$ cat config.mk
export PLATFORM = sky130hd
export DESIGN_NAME = bcd_seg_driver_flat
export DESIGN_NICKNAME = d
export VERILOG_FILES = /design/src/rtl/calc_pkg.sv /design/src/rtl/bcd_seg_driver_if.sv /design/src/rtl/bcd_to_seg7.sv /design/src/rtl/bcd_seg_driver.sv /design/src/flat_wrapper.sv
export SDC_FILE = /design/constraint.sdc
export NUM_CORES = 1
export LEC_CHECK = 0
export CORE_MARGIN = 5
export CORE_UTILIZATION = 56
export CTS_CLUSTER_DIAMETER = 80
export DETAILED_ROUTE_END_ITERATION = 7
export HOLD_SLACK_MARGIN = 0.03
export PLACE_DENSITY_LB_ADDON = 0.15
export SYNTH_ARGS = -nofsm -noshare
export SYNTH_HDL_FRONTEND = slang
export SYNTH_SLANG_ARGS = --single-unit
$ cat constraint.sdc
create_clock -name clk -period 7.5 [get_ports clk]
set_clock_uncertainty 0.1 [all_clocks]
set_input_delay 1.5 -clock clk [delete_from_list [all_inputs] [get_ports clk]]
set_output_delay 1.5 -clock clk [all_outputs]
set_load 0.01 [all_outputs]
$ cat src/rtl/calc_pkg.sv
// Shared constants for the calculator display path: segment encodings, FSM states, decimal helpers.
// Latency: n/a (package only).
// Backpressure: n/a (package only).
package calc_pkg;

   // Segment fields are gfedcba with bit0 = a, active high.
   localparam int SEG_W = 7;

   localparam logic [SEG_W-1:0] SEG_BLANK = 7'b0000000;
   localparam logic [SEG_W-1:0] SEG_DASH  = 7'b1000000;

   localparam logic [SEG_W-1:0] SEG_0 = 7'b0111111;
   localparam logic [SEG_W-1:0] SEG_1 = 7'b0000110;
   localparam logic [SEG_W-1:0] SEG_2 = 7'b1011011;
   localparam logic [SEG_W-1:0] SEG_3 = 7'b1001111;
   localparam logic [SEG_W-1:0] SEG_4 = 7'b1100110;
   localparam logic [SEG_W-1:0] SEG_5 = 7'b1101101;
   localparam logic [SEG_W-1:0] SEG_6 = 7'b1111101;
   localparam logic [SEG_W-1:0] SEG_7 = 7'b0000111;
   localparam logic [SEG_W-1:0] SEG_8 = 7'b1111111;
   localparam logic [SEG_W-1:0] SEG_9 = 7'b1101111;

   // Converter sequencing: accept, shift-add-3 for WIDTH cycles, publish.
   typedef enum logic [1:0] {
      IDLE = 2'd0,
      CONV = 2'd1,
      LOAD = 2'd2
   } fsm_state_e;

   // Width of the elaboration-time decimal arithmetic; covers 10^38 and 2^127.
   localparam int POW_W = 128;

   // 10^n, evaluated at elaboration time.
   function automatic logic [POW_W-1:0] pow10(input int n);
      logic [POW_W-1:0] p;
      p = POW_W'(1);
      for (int i = 0; i < n; i++) begin
         p = p * POW_W'(10);
      end
      return p;
   endfunction

   // Decimal digits needed for any w-bit unsigned value: smallest n with 10^n >= 2^w.
   function automatic int num_dec_digits(input int w);
      int n;
      n = 1;
      while (pow10(n) < (POW_W'(1) << w)) begin
         n++;
      end
      return n;
   endfunction

endpackage

$ cat src/rtl/bcd_seg_driver_if.sv
// Value-in / display-out bundle between the ALU result stage and the 7-segment driver.
// Latency: n/a (wiring only).
// Backpressure: producer holds in_value/in_valid until in_ready; display side has no backpressure.
interface bcd_seg_driver_if #(
   parameter int WIDTH  = 16,
   parameter int DIGITS = 5
);

   logic [WIDTH-1:0]      in_value;
   logic                  in_valid;
   logic                  in_ready;
   logic                  out_valid;
   logic                  busy;
   logic                  overflow;
   logic [4*DIGITS-1:0]   bcd;
   logic [7*DIGITS-1:0]   seg;
   logic [6:0]            seg_sign;

   // Converter side.
   modport slave (
      input  in_value,
      input  in_valid,
      output in_ready,
      output out_valid,
      output busy,
      output overflow,
      output bcd,
      output seg,
      output seg_sign
   );

   // Producer / display consumer side.
   modport master (
      output in_value,
      output in_valid,
      input  in_ready,
      input  out_valid,
      input  busy,
      input  overflow,
      input  bcd,
      input  seg,
      input  seg_sign
   );

endinterface

$ cat src/rtl/bcd_to_seg7.sv
// Combinational BCD digit to gfedcba segment decoder; codes 10-15 decode to blank.
// Latency: 0 cycles (purely combinational).
// Backpressure: none.
module bcd_to_seg7
   import calc_pkg::*;
(
   input  logic [3:0]       bcd_dat,
   output logic [SEG_W-1:0] seg_dat
);

   // Table lookup; anything outside 0-9 is left dark rather than showing garbage.
   always_comb begin
      seg_dat = SEG_BLANK;
      unique case (bcd_dat)
         4'd0:    seg_dat = SEG_0;
         4'd1:    seg_dat = SEG_1;
         4'd2:    seg_dat = SEG_2;
         4'd3:    seg_dat = SEG_3;
         4'd4:    seg_dat = SEG_4;
         4'd5:    seg_dat = SEG_5;
         4'd6:    seg_dat = SEG_6;
         4'd7:    seg_dat = SEG_7;
         4'd8:    seg_dat = SEG_8;
         4'd9:    seg_dat = SEG_9;
         default: seg_dat = SEG_BLANK;
      endcase
   end

endmodule

$ cat src/rtl/bcd_seg_driver.sv
// Signed binary to BCD (double dabble) plus 7-segment encoding; optional LEADING_ZERO_BLANK_EN blanks leading zeros.
// Latency: accept at cycle N -> out_valid pulse at N+WIDTH+1; next accept at N+WIDTH+2.
// Backpressure: in_ready low from accept until back in IDLE; in_value is ignored meanwhile.
module bcd_seg_driver
   import calc_pkg::*;
#(
   parameter int WIDTH  = 16,
   parameter int DIGITS = 5
) (
   input  logic                  clk,
   input  logic                  rst_n,
   bcd_seg_driver_if.slave       io
);

   // The scratch always holds every decimal digit a WIDTH-bit magnitude can have, so
   // digits above the displayed ones act as guard nibbles and nothing is lost.
   localparam int NEED_DIGITS = num_dec_digits(WIDTH);
   localparam int SCR_DIGITS  = (NEED_DIGITS > DIGITS) ? NEED_DIGITS : DIGITS;
   localparam int SCR_W       = 4 * SCR_DIGITS;
   localparam int CNT_W       = $clog2(WIDTH + 1);

   // Largest magnitude that still fits on the display.
   localparam logic [POW_W-1:0] OVF_LIMIT = pow10(DIGITS) - POW_W'(1);

   fsm_state_e              state_q, state_d;
   logic                    sign_q, sign_d;
   logic [WIDTH-1:0]        mag_q, mag_d;
   logic [SCR_W-1:0]        scr_q, scr_d;
   logic [CNT_W-1:0]        cnt_q, cnt_d;
   logic                    ovf_pend_q, ovf_pend_d;

   logic [4*DIGITS-1:0]     bcd_q, bcd_d;
   logic [7*DIGITS-1:0]     seg_q, seg_d;
   logic [SEG_W-1:0]        seg_sign_q, seg_sign_d;
   logic                    overflow_q, overflow_d;

   logic                    in_ready;
   logic                    busy;
   logic                    out_valid;

   logic [WIDTH-1:0]        mag_cap;
   logic                    ovf_cap;
   logic [SCR_W-1:0]        scr_adj;
   logic [SCR_W-1:0]        scr_shift;
   logic [WIDTH-1:0]        mag_shift;
   logic [4*DIGITS-1:0]     bcd_new;
   logic [7*DIGITS-1:0]     seg_new;
   logic [SEG_W-1:0]        dec_seg [DIGITS];

   // Magnitude of the offered value; the most negative input wraps to 2^(WIDTH-1) as unsigned.
   always_comb begin
      mag_cap = io.in_value[WIDTH-1] ? (~io.in_value + WIDTH'(1)) : io.in_value;
      ovf_cap = {{(POW_W-WIDTH){1'b0}}, mag_cap} > OVF_LIMIT;
   end

   // One double-dabble step: add 3 to each nibble >= 5, then shift {scratch, magnitude} left.
   always_comb begin
      scr_adj = scr_q;
      for (int n = 0; n < SCR_DIGITS; n++) begin
         if (scr_q[4*n +: 4] >= 4'd5) begin
            scr_adj[4*n +: 4] = scr_q[4*n +: 4] + 4'd3;
         end
      end
      scr_shift = {scr_adj[SCR_W-2:0], mag_q[WIDTH-1]};
      mag_shift = {mag_q[WIDTH-2:0], 1'b0};
   end

   // Decoders look at the post-shift scratch so the final step's result can be captured directly.
   assign bcd_new = scr_shift[4*DIGITS-1:0];

   for (genvar g = 0; g < DIGITS; g++) begin : g_dec
      bcd_to_seg7 u_dec (
         .bcd_dat (scr_shift[4*g +: 4]),
         .seg_dat (dec_seg[g])
      );
   end

   // Display fields: overflow dashes everything, otherwise decoded digits (optionally leading-blanked).
`ifdef LEADING_ZERO_BLANK_EN
   always_comb begin
      logic lead;
      seg_new = '0;
      lead    = 1'b1;
      for (int i = DIGITS - 1; i >= 0; i--) begin
         if (bcd_new[4*i +: 4] != 4'd0) begin
            lead = 1'b0;
         end
         if (ovf_pend_q) begin
            seg_new[7*i +: 7] = SEG_DASH;
         end else if (lead && (i != 0)) begin
            seg_new[7*i +: 7] = SEG_BLANK;
         end else begin
            seg_new[7*i +: 7] = dec_seg[i];
         end
      end
   end
`else
   always_comb begin
      seg_new = '0;
      for (int i = 0; i < DIGITS; i++) begin
         seg_new[7*i +: 7] = ovf_pend_q ? SEG_DASH : dec_seg[i];
      end
   end
`endif

   // Next-state and handshake outputs. Display registers load on the last shift so that
   // they already show the new result during the LOAD cycle, aligned with out_valid.
   always_comb begin
      state_d     = state_q;
      sign_d      = sign_q;
      mag_d       = mag_q;
      scr_d       = scr_q;
      cnt_d       = cnt_q;
      ovf_pend_d  = ovf_pend_q;
      bcd_d       = bcd_q;
      seg_d       = seg_q;
      seg_sign_d  = seg_sign_q;
      overflow_d  = overflow_q;
      in_ready    = 1'b0;
      busy        = 1'b0;
      out_valid   = 1'b0;

      unique case (state_q)
         IDLE: begin
            in_ready = 1'b1;
            if (io.in_valid) begin
               sign_d     = io.in_value[WIDTH-1];
               mag_d      = mag_cap;
               ovf_pend_d = ovf_cap;
               scr_d      = '0;
               cnt_d      = CNT_W'(WIDTH);
               state_d    = CONV;
            end
         end
         CONV: begin
            busy  = 1'b1;
            scr_d = scr_shift;
            mag_d = mag_shift;
            cnt_d = cnt_q - CNT_W'(1);
            if (cnt_q == CNT_W'(1)) begin
               bcd_d      = bcd_new;
               seg_d      = seg_new;
               seg_sign_d = sign_q ? SEG_DASH : SEG_BLANK;
               overflow_d = ovf_pend_q;
               state_d    = LOAD;
            end
         end
         LOAD: begin
            out_valid = 1'b1;
            state_d   = IDLE;
         end
         default: begin
            state_d = IDLE;
         end
      endcase
   end

   // Converter state; reset abandons any conversion in flight.
   always_ff @(posedge clk or negedge rst_n) begin
      if (!rst_n) begin
         state_q    <= IDLE;
         sign_q     <= 1'b0;
         mag_q      <= '0;
         scr_q      <= '0;
         cnt_q      <= '0;
         ovf_pend_q <= 1'b0;
      end else begin
         state_q    <= state_d;
         sign_q     <= sign_d;
         mag_q      <= mag_d;
         scr_q      <= scr_d;
         cnt_q      <= cnt_d;
         ovf_pend_q <= ovf_pend_d;
      end
   end

   // Display registers; they hold the last result between conversions.
   always_ff @(posedge clk or negedge rst_n) begin
      if (!rst_n) begin
         bcd_q      <= '0;
         seg_q      <= '0;
         seg_sign_q <= SEG_BLANK;
         overflow_q <= 1'b0;
      end else begin
         bcd_q      <= bcd_d;
         seg_q      <= seg_d;
         seg_sign_q <= seg_sign_d;
         overflow_q <= overflow_d;
      end
   end

   assign io.in_ready  = in_ready;
   assign io.busy      = busy;
   assign io.out_valid = out_valid;
   assign io.bcd       = bcd_q;
   assign io.seg       = seg_q;
   assign io.seg_sign  = seg_sign_q;
   assign io.overflow  = overflow_q;

endmodule

$ cat src/flat_wrapper.sv
// flat-port wrapper written by rule: the top's interface ports become plain ports
module bcd_seg_driver_flat import calc_pkg::*;
#(
   parameter int WIDTH  = 16,
   parameter int DIGITS = 5
)
  (clk, rst_n, io_in_value, io_in_valid, io_in_ready, io_out_valid, io_busy, io_overflow, io_bcd, io_seg, io_seg_sign);
  bcd_seg_driver_if #(.WIDTH(WIDTH), .DIGITS(DIGITS)) io_i ();
  input  logic clk;
  input  logic rst_n;
  input wire logic [$bits(io_i.in_value)-1:0] io_in_value;
  input wire logic [$bits(io_i.in_valid)-1:0] io_in_valid;
  output wire logic [$bits(io_i.in_ready)-1:0] io_in_ready;
  output wire logic [$bits(io_i.out_valid)-1:0] io_out_valid;
  output wire logic [$bits(io_i.busy)-1:0] io_busy;
  output wire logic [$bits(io_i.overflow)-1:0] io_overflow;
  output wire logic [$bits(io_i.bcd)-1:0] io_bcd;
  output wire logic [$bits(io_i.seg)-1:0] io_seg;
  output wire logic [$bits(io_i.seg_sign)-1:0] io_seg_sign;
  assign io_i.in_value = io_in_value;
  assign io_i.in_valid = io_in_valid;
  assign io_in_ready = io_i.in_ready;
  assign io_out_valid = io_i.out_valid;
  assign io_busy = io_i.busy;
  assign io_overflow = io_i.overflow;
  assign io_bcd = io_i.bcd;
  assign io_seg = io_i.seg;
  assign io_seg_sign = io_i.seg_sign;
  bcd_seg_driver #(.WIDTH(WIDTH), .DIGITS(DIGITS)) u_core (.clk(clk), .rst_n(rst_n), .io(io_i));
endmodule
==> results.md, run 1 <==
* Status: completed
* Synthesized instance count at 614
* Yosys top cell by area: dfrtp_1
* Arrival time at the worst endpoint at 1.81 ns
* Worst-Margin Slew at 0.987 ns
* First-pass GRT wire length at 21400 um
* Overall routing resource usage at 0.206
* Min Tclk post-route at 3.41 ns
* Slew headroom at 0.340
* Req. time, crit path at 5.90 ns
* EDFF count, synth at 0
* Crit end category: primary output
* # diodes at 0
* Cell area after technology mapping at 5740 um^2
* CTS tree: done
* Multi-input gate area at 2970 um^2
* Worst-path clk slew at 0.10 ns
* CTS buffer count at 9
* Resized cells post-CTS at 0
* Largest net degree at the start of global routing at 85
* Final Hold Fails at 0
* Post-synth top cells: dfrtp_1, nand2_1, o21ai_0
* Initial antenna violation count at 0
* Unrepaired setup endpoints after global routing: no
* Netlist cell types at 70
* Most common cell in the netlist: dfrtp_1
* Total power at 3.05 mW
* Main synth FF type: dfrtp_1
* Global route overflow at 0
* Origin of the critical flop-to-flop path: u_core.scr_q[4]
* Final nets at 736
* Crit Path Class: register to primary output
* Setup Buffers After CTS at 0
* Worst hold stages at 2
* Max-capacitance violation count at 0
* Core Rows at 37
* Final period utilization at 0.455
* Worst skew pair latency at 0.37 ns
* Crit start category: register
* DIE AREA at 12400 um^2
* Max Freq at 0.293 GHz
* Vias in the first global route at 4595
* Antenna-violating nets left at 0
* Layout area overhead at 17.8%
* Yosys reg bits at 100
* Sequential share of the synthesized area at 0.436
* Placer congestion estimate at 0.843
* IO Pins at 85
* Die Wd at 111 um
* Root buf cell: clkbuf_8
* Storage element area at 2500 um^2
* Async S/R FF share, synth at 1.00
* Avg Synthesized Cell Area at 9.35 um^2
* PwrDens at 451 nW/um^2
* Reg2reg setup slack at 4.70 ns
* Initial DRC Count at 237
* Initial Util at 0.566
* Core Area at 10100 um^2
* Fin Setup TNS at 0 ns
* H-tree levels at 3
* Crit path max fanout at 19
* Hold_buf cts at 0
* Vias per cell at 5.61
* Remaining DRCs at 0
* HPWL Detailed at 8920 um
* Port-buffer cells at 77
* Static Leak at 2.97 nW
* Largest cells by area after synthesis: dfrtp_1, ha_1, o21ai_0
* DIE HEIGHT at 111 um
* Clk sinks at 100
* Share of layout cells above drive strength 1 at 0.0688
* Worst hold path type: register to register
* Final Slew Violations at 0
* Routed WL per cell at 15.3 um
* Fillers at 820
* Via count at 4597
* Hold Path Origin: u_core.io.bcd[16]
* Final setup viols at 0
* Drt pass-1 iters at 4
* Max rail drop VDD at 0.270 mV
* Post-Route WL at 12600 um
* CP Launch Point: u_core.state_q[1]
* Clock Tree Buf Depth at 2
* Reg2Reg Depth at 10
* Yosys Warn Count at 0
* Share of the synthesized area in the top cell type at 0.436
placed cells by master (no fill, tap or decap), types with 3 or more instances in the layout:
| cell | n |
|---|---|
| buf_4 | 6 |
| nor3b_1 | 4 |
| mux2i_1 | 15 |
| o21ai_0 | 64 |
| a22oi_1 | 13 |
| nand4_1 | 3 |
| xor2_1 | 7 |
| dfrtp_1 | 100 |
| or3_4 | 3 |
| and2_1 | 5 |
| ha_1 | 39 |
| o21a_1 | 5 |
| nor3_1 | 3 |
| nand2_1 | 68 |
| nand2b_1 | 9 |
| o21ai_1 | 6 |
| nand3_1 | 28 |
| nor2_1 | 40 |
| nor2b_1 | 10 |
| conb_1 | 7 |
| a21o_1 | 6 |
| a221o_1 | 4 |
| o211ai_1 | 6 |
| a22o_1 | 4 |
| a221oi_1 | 4 |
| clkbuf_8 | 10 |
| or3_1 | 3 |
| clkdlybuf4s50_1 | 76 |
| or2_2 | 3 |
| a31oi_1 | 13 |
| a21oi_1 | 18 |
| xnor2_1 | 8 |
| inv_1 | 33 |
| o31ai_1 | 7 |
per-stage QoR:
| step | cell area [um^2] | hold slack (ns) | util | instances | setup WS [ns] |
|---|---|---|---|---|---|
| 2_1_floorplan | 5760 | 0.339 | - | 620 | 4.47 |
| 3_3_place_gp | 6580 | 0.362 | 0.649 | 803 | 3.93 |
| 3_5_place_dp | 6580 | 0.370 | 0.649 | 803 | 3.89 |
| 4_1_cts | 6760 | 0.391 | 0.667 | 819 | 4.05 |
| 5_1_grt | 6760 | 0.412 | 0.667 | 819 | 3.98 |
| 6_report | 6760 | 0.387 | 0.667 | 819 | 4.09 |
flip-flops by register name, summed over array words and instances, names as in the netlist:
signal	flops
u_core.cnt_q	5
u_core.io.bcd	20
u_core.sign_q	1
u_core.state_q	2
u_core.io.seg	35
u_core.mag_q	16
u_core.scr_q	20
u_core.io.seg_sign	1
critical path, stage by stage, from the launching register on:
cell,delay [ns]
dfrtp_1,0.40
nand2b_1,0.17
inv_2,0.27
clkdlybuf4s50_1,0.60
logic make-up after synthesis:
logic type,after synthesis,synth area share
compound gates,175,0.200
xor+xnor,15,0.0229
fa+ha+maj,39,0.0850
buf+inv,70,0.0510
flops,100,0.436
mux,18,0.0327
other cells,1,0.000653
simple gates,196,0.172
where the power goes:
group	total (mW)	internal (mW)	leakage [nW]	switching, mW
registers	0.979	0.788	1.22	0.191
logic	1.75	0.765	1.67	0.980
clock network	0.326	0.132	0.0893	0.194
cell type report:
class,count,share of cell area
Multi-Input combinational cell,450,0.439
Sequential cell,100,0.370
Timing Repair Buffer,82,0.119
Tap cell,136,0.0252
Clock buffer,10,0.0204
Inverter,35,0.0194
Clock inverter,6,0.00685
per-layer routing:
| metal | GRT usage | routed length (um) | up-vias | share of wire |
|---|---|---|---|---|
| li1 | - | - | 2290 | - |
| met1 | 0.260 | 5600 | 2208 | 0.45 |
| met2 | 0.349 | 6300 | 92 | 0.50 |
| met3 | 0.0371 | 548 | 7 | 0.044 |
| met4 | 0.0852 | 102 | 0 | 0.0081 |
| met5 | 0 | 0 | - | 0 |
worst paths after layout:
kind,endpoint
max,io_busy
min,u_core.io.bcd[16]
max reg2reg,u_core.io.seg[20]
min reg2reg,u_core.io.bcd[16]
max in group asynchronous,u_core.io.bcd[13]
min in group asynchronous,u_core.io.seg[10]
No activity file was read; power rests on OpenSTA's default activity.
==> run 2: changes to the inputs <==
--- a/config.mk
+++ b/config.mk
@@ -6,7 +6,7 @@
 export NUM_CORES = 1
 export LEC_CHECK = 0
 export CORE_MARGIN = 5
-export CORE_UTILIZATION = 56
+export CORE_UTILIZATION = 55
 export CTS_CLUSTER_DIAMETER = 80
 export DETAILED_ROUTE_END_ITERATION = 7
 export HOLD_SLACK_MARGIN = 0.03
==> constraint.sdc (replaced) <==
create_clock -name clk -period 3.47 [get_ports clk]
set_clock_uncertainty 0.1 [all_clocks]
set_input_delay 0.694 -clock clk [delete_from_list [all_inputs] [get_ports clk]]
set_output_delay 0.694 -clock clk [all_outputs]
set_load 0.01 [all_outputs]
==> run 2 against run 1 <==
Effect of this change:
- clock power is 140% higher
- sequential share of layout area is 0.27 points lower
- register-to-register slack worse by 4.0 ns
- critical endpoint is now u_core.io.seg[6]
==> results.md, run 2 (synthesis results as in run 1) <==
* Clk sinks at 100 (unchanged)
* First-pass GRT wire length at 22300 um (+4.1%)
* Remaining DRCs at 0 (unchanged)
* Via count at 4668 (+1.5%)
* Layout area overhead at 18.7%
* Slew headroom at 0.305 (-0.0347)
* Worst-Margin Slew at 1.04 ns (+0.0518 ns)
* Max-capacitance violation count at 0 (unchanged)
* Port-buffer cells at 77 (unchanged)
* Worst skew pair latency at 0.36 ns (about the same)
* PwrDens at 987 nW/um^2 (+120%)
* Worst stage delay on the critical path at 0.45 ns (-0.15 ns)
* Setup Buffers After CTS at 0 (unchanged)
* Slowest CP cell: dfrtp_1
* Number of flip-flops under the largest register name at 35 (unchanged)
* Final nets at 740 (+0.54%)
* Req. time, crit path at 3.64 ns (-2.26 ns)
* CTS buffer count at 9 (unchanged)
* Crit end category: register
* Arrival time at the worst endpoint at 2.89 ns (+1.08 ns)
* Post-Route WL at 13000 um (+3.5%)
* CTS tree: done
* Core Area at 10200 um^2 (+0.91%)
* Crit start category: register
* DIE AREA at 12600 um^2 (+1.7%)
* Max Freq at 0.367 GHz
* Worst-case hold slack at 0.212 ns (-0.175 ns)
* Hold_buf cts at 0 (unchanged)
* Final Hold Fails at 0 (unchanged)
* Share of layout cells above drive strength 1 at 0.0742 (+0.00542)
* Global route overflow at 0 (unchanged)
* Vias in the first global route at 4725 (+2.8%)
* Leading cell type in the layout, fill and taps excluded: dfrtp_1
* Placer congestion estimate at 0.932 (+11%)
* Vias per cell at 5.67 (+1.1%)
* Worst-path clk slew at 0.11 ns (about the same)
* Crit Path Class: register to register
* Most frequent cells in the layout: dfrtp_1, clkdlybuf4s50_1, nand2_1
* Total power at 6.72 mW (+120%)
* Resized cells post-CTS at 0 (unchanged)
* # diodes at 0 (unchanged)
* Max rail drop VDD at 0.485 mV (+79%)
* Clock Tree Buf Depth at 2 (unchanged)
* Initial Util at 0.561 (-0.00512)
* Die Wd at 112 um (+0.82%)
* IO Pins at 85 (unchanged)
* Drt pass-1 iters at 5 (+1)
* Final Slew Violations at 0 (unchanged)
* Finished Cell Area at 6810 um^2 (+0.72%)
* Final setup viols at 0 (unchanged)
* Crit path max fanout at 6 (-13)
* Root buf cell: clkbuf_8
* Status: completed
* Initial antenna violation count at 0 (unchanged)
* CP cell instances: inv_1 -> ha_1 -> nand2b_1 -> a21oi_1 -> xnor2_1 -> inv_1 -> ha_1 -> nand2_1 -> a31oi_1 -> nand4_1 -> and3b_1
* Fillers at 839 (+2.3%)
* Initial DRC Count at 290 (+22%)
* Unrepaired setup endpoints after global routing: no
* Core Rows at 37 (unchanged)
* Placed cell area at 6610 um^2 (+0.46%)
* Routed WL per cell at 15.8 um (+3.0%)
* Antenna-violating nets left at 0 (unchanged)
* Worst hold path type: input pin to async pin
* H-tree levels at 3 (unchanged)
* Static Leak at 3.01 nW (+1.2%)
* Min Tclk post-route at 2.73 ns
* Fin Setup TNS at 0 ns (unchanged)
* DIE HEIGHT at 112 um (+0.82%)
* Largest net degree at the start of global routing at 85 (unchanged)
* Overall routing resource usage at 0.209 (+0.00243)
* Final period utilization at 0.786
* HPWL Detailed at 9300 um (+4.2%)
run 2: cell types whose count changed in the layout (fill, tap and decap cells not counted), sizes merged:
cell,before,now
clkinvlp,2,0
bufinv,0,1
clkinv,2,1
clkbuf,10,9
inv,37,40
buf,6,10
run 2: layout make-up:
cell class	instances	area (um^2)	area share
flip-flops and latches	100	2500	0.367
repair buffers	86	836	0.123
inverters	35	131	0.0193
clock buffers	9	124	0.0182
multi-input cells	450	2970	0.436
well taps	136	170	0.0250
clock inverters	7	78.8	0.0116
run 2: path summary, 6_finish.rpt:
kind / startpoint / endpoint / slack [ns] / depth (start not counted)
min: rst_n / u_core.io.bcd[1] / 0.21 / 1
max reg2reg: u_core.scr_q[0] / u_core.io.seg[6] / 0.74 / 11
min reg2reg: u_core.io.bcd[6] / u_core.io.bcd[6] / 0.39 / 2
max in group asynchronous: rst_n / u_core.scr_q[9] / 2.25 / 2
min in group clk: u_core.io.bcd[6] / u_core.io.bcd[6] / 0.39 / 2
max: u_core.scr_q[0] / u_core.io.seg[6] / 0.74 / 11
run 2: where the power goes:
part,switching [mW],total (mW),leakage [nW],internal (mW)
clock,0.433,0.779,0.105,0.346
sequential,0.411,2.11,1.22,1.70
combinational,2.14,3.83,1.68,1.68
total,2.99,6.72,3.01,3.73
run 2: worst max-delay path: cells and delay by family (launching register included):
kind / cells / cell delay (ns)
compound gates: 2 / 0.62
flops: 1 / 0.45
simple gates: 4 / 0.45
xor+xnor: 1 / 0.21
buf+inv: 2 / 0.34
fa+ha+maj: 2 / 0.47
run 2: per-layer routing:
layer / up-vias / GRT usage / wire (um)
li1: 2296 / - / -
met3: 14 / 0.0264 / 461
met2: 102 / 0.346 / 6350
met1: 2256 / 0.287 / 6030
met5: - / 0 / 0
met4: 0 / 0.0641 / 142
run 2: per-stage QoR:
| step | worst slack [ns] | utilization | cells |
|---|---|---|---|
| floorplan | 1.12 | - | 620 |
| global placement | 0.704 | 0.646 | 807 |
| detailed placement | 0.598 | 0.646 | 807 |
| CTS | 0.767 | 0.666 | 823 |
| global route | 0.489 | 0.666 | 823 |
| finish | 0.743 | 0.666 | 823 |
